`src/rtl/regfile_wb_arbiter.sv`:
```
// Register-file write-port arbiter: pipeline writeback has priority, MDU results that lose
// are queued in a small FIFO that is force-drained by a one-cycle writeback stall.
module regfile_wb_arbiter #(
   parameter int DEPTH    = 2,
   parameter int MAX_WAIT = 4
) (
   input  logic                     i_Clk,
   input  logic                     i_Reset,
   input  logic                     i_RegWriteW,
   input  logic [4:0]               i_RdW,
   input  logic [31:0]              i_ResultW,
   input  logic                     i_MduValid,
   input  logic [4:0]               i_MduRd,
   input  logic [31:0]              i_MduData,
   output logic                     o_MduReady,
   output logic                     o_StallW,
   output logic                     o_WE3,
   output logic [4:0]               o_A3,
   output logic [31:0]              o_WD3,
   output logic [31:0]              o_PendingMask,
   output logic [$clog2(DEPTH):0]   o_Count
);

   localparam int AW = $clog2(DEPTH);
   localparam int CW = AW + 1;
   localparam int WW = $clog2(MAX_WAIT + 1);

   typedef enum logic {NORMAL, DRAIN} state_e;

   state_e          state_q, state_d;
   logic [AW-1:0]   head_q, head_d;
   logic [AW-1:0]   tail_q, tail_d;
   logic [CW-1:0]   count_q, count_d;
   logic [WW-1:0]   wait_q, wait_d;
   logic [4:0]      rd_mem_q   [DEPTH];
   logic [31:0]     data_mem_q [DEPTH];

   logic            p_req;
   logic            m_req;
   logic            fifo_empty;
   logic            mdu_ready;
   logic            pipe_wr;
   logic            pop;
   logic            bypass;
   logic            push;
   logic            we3;
   logic [4:0]      a3;
   logic [31:0]     wd3;
   logic [31:0]     pending;
   logic [AW-1:0]   scan_idx;

   assign fifo_empty = (count_q == '0);
   assign mdu_ready  = (count_q < CW'(DEPTH));
   assign p_req      = i_RegWriteW & (i_RdW != 5'd0) & (state_q != DRAIN);
   assign m_req      = i_MduValid & (i_MduRd != 5'd0);

   // Pipeline first, then queued MDU results, then a direct MDU bypass; DRAIN hands the port to the head.
   always_comb begin
      pipe_wr = 1'b0;
      pop     = 1'b0;
      bypass  = 1'b0;
      if (state_q == DRAIN) begin
         pop = ~fifo_empty;
      end else if (p_req) begin
         pipe_wr = 1'b1;
      end else if (!fifo_empty) begin
         pop = 1'b1;
      end else if (m_req && mdu_ready) begin
         bypass = 1'b1;
      end
      push = m_req & mdu_ready & ~bypass;
   end

   always_comb begin
      we3 = 1'b0;
      a3  = 5'd0;
      wd3 = 32'd0;
      if (pipe_wr) begin
         we3 = 1'b1;
         a3  = i_RdW;
         wd3 = i_ResultW;
      end else if (pop) begin
         we3 = 1'b1;
         a3  = rd_mem_q[head_q];
         wd3 = data_mem_q[head_q];
      end else if (bypass) begin
         we3 = 1'b1;
         a3  = i_MduRd;
         wd3 = i_MduData;
      end
   end

   always_comb begin
      head_d  = pop  ? head_q + AW'(1) : head_q;
      tail_d  = push ? tail_q + AW'(1) : tail_q;
      count_d = count_q + CW'(push) - CW'(pop);

      wait_d = wait_q;
      if (pop || fifo_empty) begin
         wait_d = '0;
      end else if (state_q == NORMAL && wait_q != WW'(MAX_WAIT)) begin
         wait_d = wait_q + WW'(1);
      end

      state_d = state_q;
      if (state_q == DRAIN) begin
         state_d = NORMAL;
      end else if (wait_d == WW'(MAX_WAIT)) begin
         state_d = DRAIN;
      end
   end

   always_ff @(posedge i_Clk) begin
      if (i_Reset) begin
         state_q <= NORMAL;
         head_q  <= '0;
         tail_q  <= '0;
         count_q <= '0;
         wait_q  <= '0;
      end else begin
         state_q <= state_d;
         head_q  <= head_d;
         tail_q  <= tail_d;
         count_q <= count_d;
         wait_q  <= (state_q == DRAIN) ? '0 : wait_d;
      end
   end

   always_ff @(posedge i_Clk) begin
      if (push) begin
         rd_mem_q[tail_q]   <= i_MduRd;
         data_mem_q[tail_q] <= i_MduData;
      end
   end

   // The mask is rebuilt from the live FIFO entries, so duplicate destinations keep their bit until the last one retires.
   always_comb begin
      pending  = '0;
      scan_idx = '0;
      for (int i = 0; i < DEPTH; i++) begin
         scan_idx = head_q + AW'(i);
         if (CW'(i) < count_q) begin
            pending[rd_mem_q[scan_idx]] = 1'b1;
         end
      end
   end

   assign o_MduReady    = mdu_ready;
   assign o_StallW      = (state_q == DRAIN);
   assign o_WE3         = we3 & ~i_Reset;
   assign o_A3          = i_Reset ? 5'd0  : a3;
   assign o_WD3         = i_Reset ? 32'd0 : wd3;
   assign o_PendingMask = pending;
   assign o_Count       = count_q;

endmodule

```
`config.mk`:
```
export PLATFORM = sky130hd
export DESIGN_NAME = regfile_wb_arbiter
export DESIGN_NICKNAME = d
export VERILOG_FILES = /design/src/rtl/regfile_wb_arbiter.sv
export SDC_FILE = /design/constraint.sdc
export NUM_CORES = 1
export LEC_CHECK = 0
export ABC_AREA = 1
export CAP_MARGIN = 40
export CORE_MARGIN = 2
export CORE_UTILIZATION = 50
export DETAILED_ROUTE_END_ITERATION = 8
export PLACE_DENSITY = 0.95
export SLEW_MARGIN = 5
export SYNTH_ARGS = -nofsm -noshare
export SYNTH_HDL_FRONTEND = slang
export SYNTH_SLANG_ARGS = --single-unit
```
`constraint.sdc`:
```
create_clock -name i_Clk -period 4.6 [get_ports i_Clk]
set_clock_uncertainty 0.05 [all_clocks]
set_input_delay 0.92 -clock i_Clk [delete_from_list [all_inputs] [get_ports i_Clk]]
set_output_delay 0.92 -clock i_Clk [all_outputs]
set_load 0.02 [all_outputs]
```
Yosys cells after proc, flatten, opt, wreduce, memory -nomap -nowiden
Memories as Yosys holds them, arrays and structs flattened. A register that Yosys moved wholly into a read port is not among the register bits.
Index checks and enable logic that the tools add are counted.

cells by class
  reductions and logical operators = 9
  order comparisons = 7
  mux-type cells = 35
  bitwise gates (word level) = 11
  add/subtract/negate cells = 5
  equal/unequal tests = 2

operators with widths
  operator             count
  $mux 32              6
  $or 32x32->32        1
  $mux 1               21
  $mux 5               4
  $lt 5x6->1 const B   2
  $demux 1 s5          2
  $ge 5x1->1 const B   2
  $reduce_bool 5->1    2
  $and 1x1->1          6
  $mux 3               2
  $logic_and 1x1->1    4
  $lt 1x2->1 const A   2
  $not 1->1            4
  $add 3x1->3 const B  1
  $eq 3x3->1 const B   1
  $ne 3x3->1 const B   1
  $add 1x1->1 const B  2
  $add 2x1->2          1
  $logic_not 2->1      1
  $lt 2x2->1 const B   1
  $reduce_or 2->1      1
  $sub 2x1->2          1
  $logic_or 1x1->1     1

word-level totals
  register bits = 8
  input port bits = 78
  RAM bits = 74
  memories kept = 2

memory list
  name        depth  bits a word  rd ports  clocked after Yosys merged registers in  wr ports  RTL line  RTL
  data_mem_q  2      32           1         1                                        1         36        logic [31:0] data_mem_q [DEPTH];
  rd_mem_q    2      5            2         1                                        1         35        logic [4:0] rd_mem_q [DEPTH];

Longest topological paths before layout
Gate-level depths: netlist (run 1).

  word-level depth = 11
  depth in mapped cells = 12
  mapped depth without buffers = 11

Worst setup path before layout (run 1)
OpenSTA, ideal clock, no wires.

  kind = in2out
  start = in i_RdW[2]
  end = out o_WD3[22]
  slack = 1.601 ns
  cell stages on the path = 6
  data required time = 3.630 ns
  arrival time = 2.029 ns
  path through = nor2_1 > nand3_1 > nand2_1 > clkbuf_1 > nand4_1 > a21oi_1

on the way
  cells in the longest elaborated chain, start to end = 9
  elaborated cells between the ends (all ways) = 13
  those cells by class = mux (10); bitwise (2); reduce/logical (1)

ends and longest elaborated chain
  what                          RTL line  RTL
  start, declared               10        input logic [4:0] i_RdW,
  $reduce_bool 5->1 (*)         54        assign p_req = i_RegWriteW & (i_RdW != 5'd0) & (state_q != DRAIN);
  $and 1x1->1 (*) (2 in a row)  54
  $mux 1                        64        end else if (p_req) begin
  $mux 1                        62        if (state_q == DRAIN) begin
  $mux 32                       86        end else if (bypass) begin
  $mux 32                       82        end else if (pop) begin
  $mux 32 (*)                   78        if (pipe_wr) begin
  $mux 32 (*)                   152       assign o_WD3 = i_Reset ? 32'd0 : wd3;
  end, declared                 19        output logic [31:0] o_WD3,

Mark *: on every way between the ends. The rest lies on a longest branch, timed or not.

Worst setup path after layout (run 1)
  start = in i_RdW[2]
  end = out o_WD3[6]

Same word-level chain as after synthesis.

==> results of run 1 <==
==> per-stage QoR <==
| stage | setup WS, ps | instance area (um2) | hold WS (ps) |
|---|---|---|---|
| 2_1_floorplan | 1600 | 4710 | 428 |
| 3_3_place_gp | 562 | 6340 | 440 |
| 3_5_place_dp | 495 | 6340 | 444 |
| 4_1_cts | 465 | 6580 | 457 |
| 5_1_grt | 330 | 6580 | 499 |
| 6_report | 464 | 6580 | 461 |
==> per-layer routing <==
layer | wire (um) | up-vias | track usage, %
li1 | - | 2273 | -
met1 | 5090 | 2224 | 31.8
met2 | 7070 | 337 | 48.8
met3 | 1250 | 40 | 3.81
met4 | 369 | 0 | 11.4
met5 | 0 | - | 0
==> final timing paths <==
path,slack [ps],depth (start not counted),from,end
setup / recovery,460,9,i_RdW[2],o_WD3[6]
hold / removal,460,2,tail_q$_SDFFE_PP0P_,tail_q$_SDFFE_PP0P_
setup reg to reg,2010,7,o_Count[1]$_SDFF_PP0_,data_mem_q[0][21]$_DFFE_PP_
hold reg to reg,460,2,tail_q$_SDFFE_PP0P_,tail_q$_SDFFE_PP0P_
==> worst max-delay path: stages <==
cell	delay, ps
clkdlybuf4s50_1	510
nor2_1	60
nand3_1	100
nand2_2	80
inv_1	350
buf_4	270
a21oi_1	70
a21oi_1	180
clkdlybuf4s50_1	630
==> kinds of logic after synthesis <==
group / share of synthesized area (%)
adder cells (fa/ha/maj): 1.06
buffers and inverters: 9.77
XOR/XNOR: 0.186
flip-flops: 51.0
AND/OR/NAND/NOR: 17.6
AO/OA/AOI/OAI: 20.5
==> cell type report <==
type	instances	area [um2]	share of cell area (%)
Tap cell	111	139	2.11
Clock inverter	6	115	1.75
Timing Repair Buffer	163	1650	25.1
Clock buffer	10	128	1.94
Multi-Input combinational cell	380	1860	28.2
Sequential cell	83	2400	36.5
Inverter	76	285	4.34
==> power by group through the flow <==
stage	clock network [mW]	logic (mW)	registers, mW
after global routing	0.657	1.43	1.04
final	0.631	1.31	1.03
after global placement	0	1.24	1.04
after floorplan	0	0.849	1.03
after CTS	0.633	1.30	1.03
after detailed placement	0	1.29	1.05
==> Yosys cell counts (all sizes together) <==
library cell / number / area share, %
o21ai: 82 / 8.8
edfxtp: 74 / 47
dfxtp: 9 / 3.8
ha: 4 / 1.1
nor2: 65 / 5.4
nor3: 1 / 0.21
a31oi: 1 / 0.13
a21oi: 108 / 12
nand2: 69 / 5.5
or2: 3 / 0.40
inv: 76 / 6.1
nand3: 9 / 1.2
clkbuf: 15 / 1.2
buf: 21 / 2.5
xor2: 1 / 0.19
nand4: 37 / 4.9
==> sequential cells by signal, indices dropped and copies added (netlist names), named ones only <==
name / count
tail_q: 1
rd_mem_q: 10
wait_q: 3
o_StallW: 1
data_mem_q: 64
o_Count: 2
head_q: 1
==> results.toml, run 1 <==
[status]
outcome = "complete, no violations"

[cts]
cts_buffers = 9
post_cts_buffers = 0
h-tree-depth = 3
hold_buffers = 0
cts_buffer_depth = 2
cts_tree = "done"
clock-sinks = 83
clkLatencyLatePin_ps = 350
path_clk_slew_ps = 70
clock-root-buffer = "clkbuf_8"
post_cts_resized = 0

[grt]
grt.overflow.total = 0
grt_pass1_wl_um = 21800
antenna_found_initial = 0
grt_max_degree = 82
grt_pass1_vias = 4697
grt_use_total_pct = 26.9

[die]
num_rows = 35
dieArea_mm2 = 0.0102
die_w_um = 101
io_pins = 152
die_y_um = 101
core_area_mm2 = 0.00920
start_util_pct = 51.3

[worst_setup_path]
endpoint_kind = "output port"
cp-start-kind = "input pin"
crit_type = "input pin to output port"
required_ps = 3630
crit_fanout = 12
critical_path_arrival_ps = 3170

[synthesis]
synth.ff_latch_count = 83
avgSynthCellArea_um2 = 8.20
syn_area_mm2 = 0.00471
ys_types = 25
synthCells = 575
ys_seq_area_share_pct = 51.0
synth_nets = 657
yosysWarnings = 0

[layout]
diodes = 0
postLayoutCoreUtil_pct = 71.5
fillers = 664
mostFrequentLayoutCell = "clkdlybuf4s50_1"
nNetsFinal = 795
syn_to_final_growth_pct = 39.5
final_cell_mix = "clkdlybuf4s50_1, a21oi_1, inv_1, edfxtp_1, o21ai_0"
stdcell_count = 829
drive_gt1_share_pct = 5.43

[pwr]
seqPwrFrac_pct = 34.7
switching_power_mw = 1.19
power_frac_comb_pct = 44.1
leakage_nw = 2.48
internal_power_mw = 1.79
p_per_area_mw_per_mm2 = 452
vdd_ir_drop_max_mv = 0.280
p_sw_share_pct = 40.0
total_power_mw = 2.98
clkPwrFrac_pct = 21.2

[timing]
min_period_ps = 4140
hold_violations = 0
timing.fmax_mhz = 242
rsz0062_at_grt = "no"
setup_tns_ps = 0
slew_viol_final = 0
setup_viol = 0
slew-limit-headroom_pct = 47.7
post-route-period-util_pct = 89.9
tightest_slew_ps = 783

[route]
routed_wl_um = 13800
detail_route.wl_per_cell_um = 16.6
num_vias = 4874
drtAntennaViolNets = 0
drc_errors = 0
first_iter_violations = 396
drt_first_pass_iters = 5
via_per_inst = 5.88

[placed_design]
port_buffers = 151
place.gp.congestion = 0.947
dp_cells = 813
detailed_place_hpwl_um = 9840

[min_path]
worstHoldPathType = "register to register"

[flow_run]
cap_violations = 0
Note: power is estimated with default switching activity, not from simulation.
==> run 2: changes to the inputs <==
--- a/config.mk
+++ b/config.mk
@@ -7,10 +7,10 @@
 export LEC_CHECK = 0
 export ABC_AREA = 1
 export CAP_MARGIN = 40
-export CORE_MARGIN = 2
+export CORE_MARGIN = 1
 export CORE_UTILIZATION = 50
 export DETAILED_ROUTE_END_ITERATION = 8
-export PLACE_DENSITY = 0.95
+export PLACE_DENSITY = 0.86
 export SLEW_MARGIN = 5
 export SYNTH_ARGS = -nofsm -noshare
 export SYNTH_HDL_FRONTEND = slang
==> run 2 against run 1 <==
Routed wire length down 7.5%. Register-to-register slack better by 80 ps. Power down 4.1%. Design area down 0.97%. Worst setup slack better by 53 ps. Non-clock buffer count unchanged. Cell count unchanged. Highest routed layer unchanged. Maximum frequency up 1.3%. Sequential cell count unchanged. Utilization down 0.69 points.
==> results.toml, run 2 (synthesized netlist as in run 1, its figures left out) <==
[status]
outcome = "complete, no violations"

[layout]
diodes = 0
nNetsFinal = 795
top_register = "data_mem_q"
top_regs = "data_mem_q (64), rd_mem_q (10), wait_q (3)"
final_cell_mix = "clkdlybuf4s50_1, a21oi_1, inv_1, edfxtp_1, o21ai_0"
largest_reg_flops = 64
drive_gt1_share_pct = 5.43
postLayoutCoreUtil_pct = 70.8
mostFrequentLayoutCell = "clkdlybuf4s50_1"
syn_to_final_growth_pct = 38.2

[timing]
timing.fmax_mhz = 245
setup_ws_ps = 517
post-route-period-util_pct = 88.8
slew_viol_final = 0
setup_tns_ps = 0
setup_viol = 0
min_period_ps = 4080
rsz0062_at_grt = "no"
hold_violations = 0
tightest_slew_ps = 642
slew-limit-headroom_pct = 57.2

[cts]
post_cts_buffers = 0
clkLatencyLatePin_ps = 350
cts_buffers = 9
clock-sinks = 83
post_cts_resized = 0
path_clk_slew_ps = 80
cts_buffer_depth = 2
h-tree-depth = 3
hold_buffers = 0
clock-root-buffer = "clkbuf_8"
cts_tree = "done"

[pwr]
leakage_nw = 2.46
vdd_ir_drop_max_mv = 0.289
total_power_mw = 2.86
p_per_area_mw_per_mm2 = 438

[die]
core_area_mm2 = 0.00920
num_rows = 35
die_y_um = 99.1
io_pins = 152
start_util_pct = 51.3
dieArea_mm2 = 0.00982
die_w_um = 99.1

[route]
detail_route.wl_per_cell_um = 15.4
via_per_inst = 5.64
drtAntennaViolNets = 0
routed_wl_um = 12700
first_iter_violations = 258
drc_errors = 0
drt_first_pass_iters = 5
num_vias = 4677

[grt]
grt_use_total_pct = 25.7
grt.overflow.total = 0
grt_max_degree = 43
grt_pass1_vias = 4380
grt_pass1_wl_um = 19900
antenna_found_initial = 0

[placed_design]
place.gp.congestion = 0.895
port_buffers = 151
detailed_place_hpwl_um = 9180
pre_cts_slack_ps = 544

[worst_setup_path]
critical_path_arrival_ps = 3110
crit_type = "input pin to output port"
required_ps = 3630
endpoint_kind = "output port"
crit_fanout = 32
cp-start-kind = "input pin"

[flow_run]
cap_violations = 0

[min_path]
worstHoldPathType = "register to register"
## run 2: final cells by class
type	instances	area (um2)
timing repair buffer	163	1640
fill	682	2680
clock buffer	10	128
multi-input combinational	380	1860
inverter	76	285
tap	111	139
sequential	83	2400
clock inverter	6	63.8
## run 2: power breakdown
group	switching (mW)	internal (mW)	leakage, nW	total (mW)
Combinational	0.829	0.472	1.61	1.30
Sequential	0.0826	0.966	0.755	1.05
Clock	0.255	0.251	0.0927	0.506
Total	1.17	1.69	2.46	2.86
## run 2: path summary, 6_finish.rpt
check | start | end | slack (ps) | depth (start not counted)
max | i_MduRd[0] | o_WD3[21] | 520 | 9
min | tail_q$_SDFFE_PP0P_ | tail_q$_SDFFE_PP0P_ | 480 | 2
max reg2reg | o_Count[1]$_SDFF_PP0_ | o_Count[1]$_SDFF_PP0_ | 2090 | 11
min reg2reg | tail_q$_SDFFE_PP0P_ | tail_q$_SDFFE_PP0P_ | 480 | 2
## run 2: critical path: stages
cell and delay, ps:
clkdlybuf4s50_1 550, nor2_1 70, nand3_1 100, nand2_1 70, inv_1 220, buf_12 230, nand4_1 100, a21oi_1 200
clkdlybuf4s50_1 650
## run 2: metal layers
metal	vias up	wire length (um)	track usage (%)
li1	2258	-	-
met1	2165	5050	30.3
met2	238	6450	46.6
met3	16	1040	4.01
met4	0	199	11.2
met5	-	0	0
## run 2: stage by stage
step           instance area [um2]  std cells  hold WS [ps]
2_1_floorplan                 4710        575           428
3_3_place_gp                  6320        813           439
3_5_place_dp                  6320        813           443
4_1_cts                       6520        829           477
5_1_grt                       6520        829           513
6_report                      6520        829           480
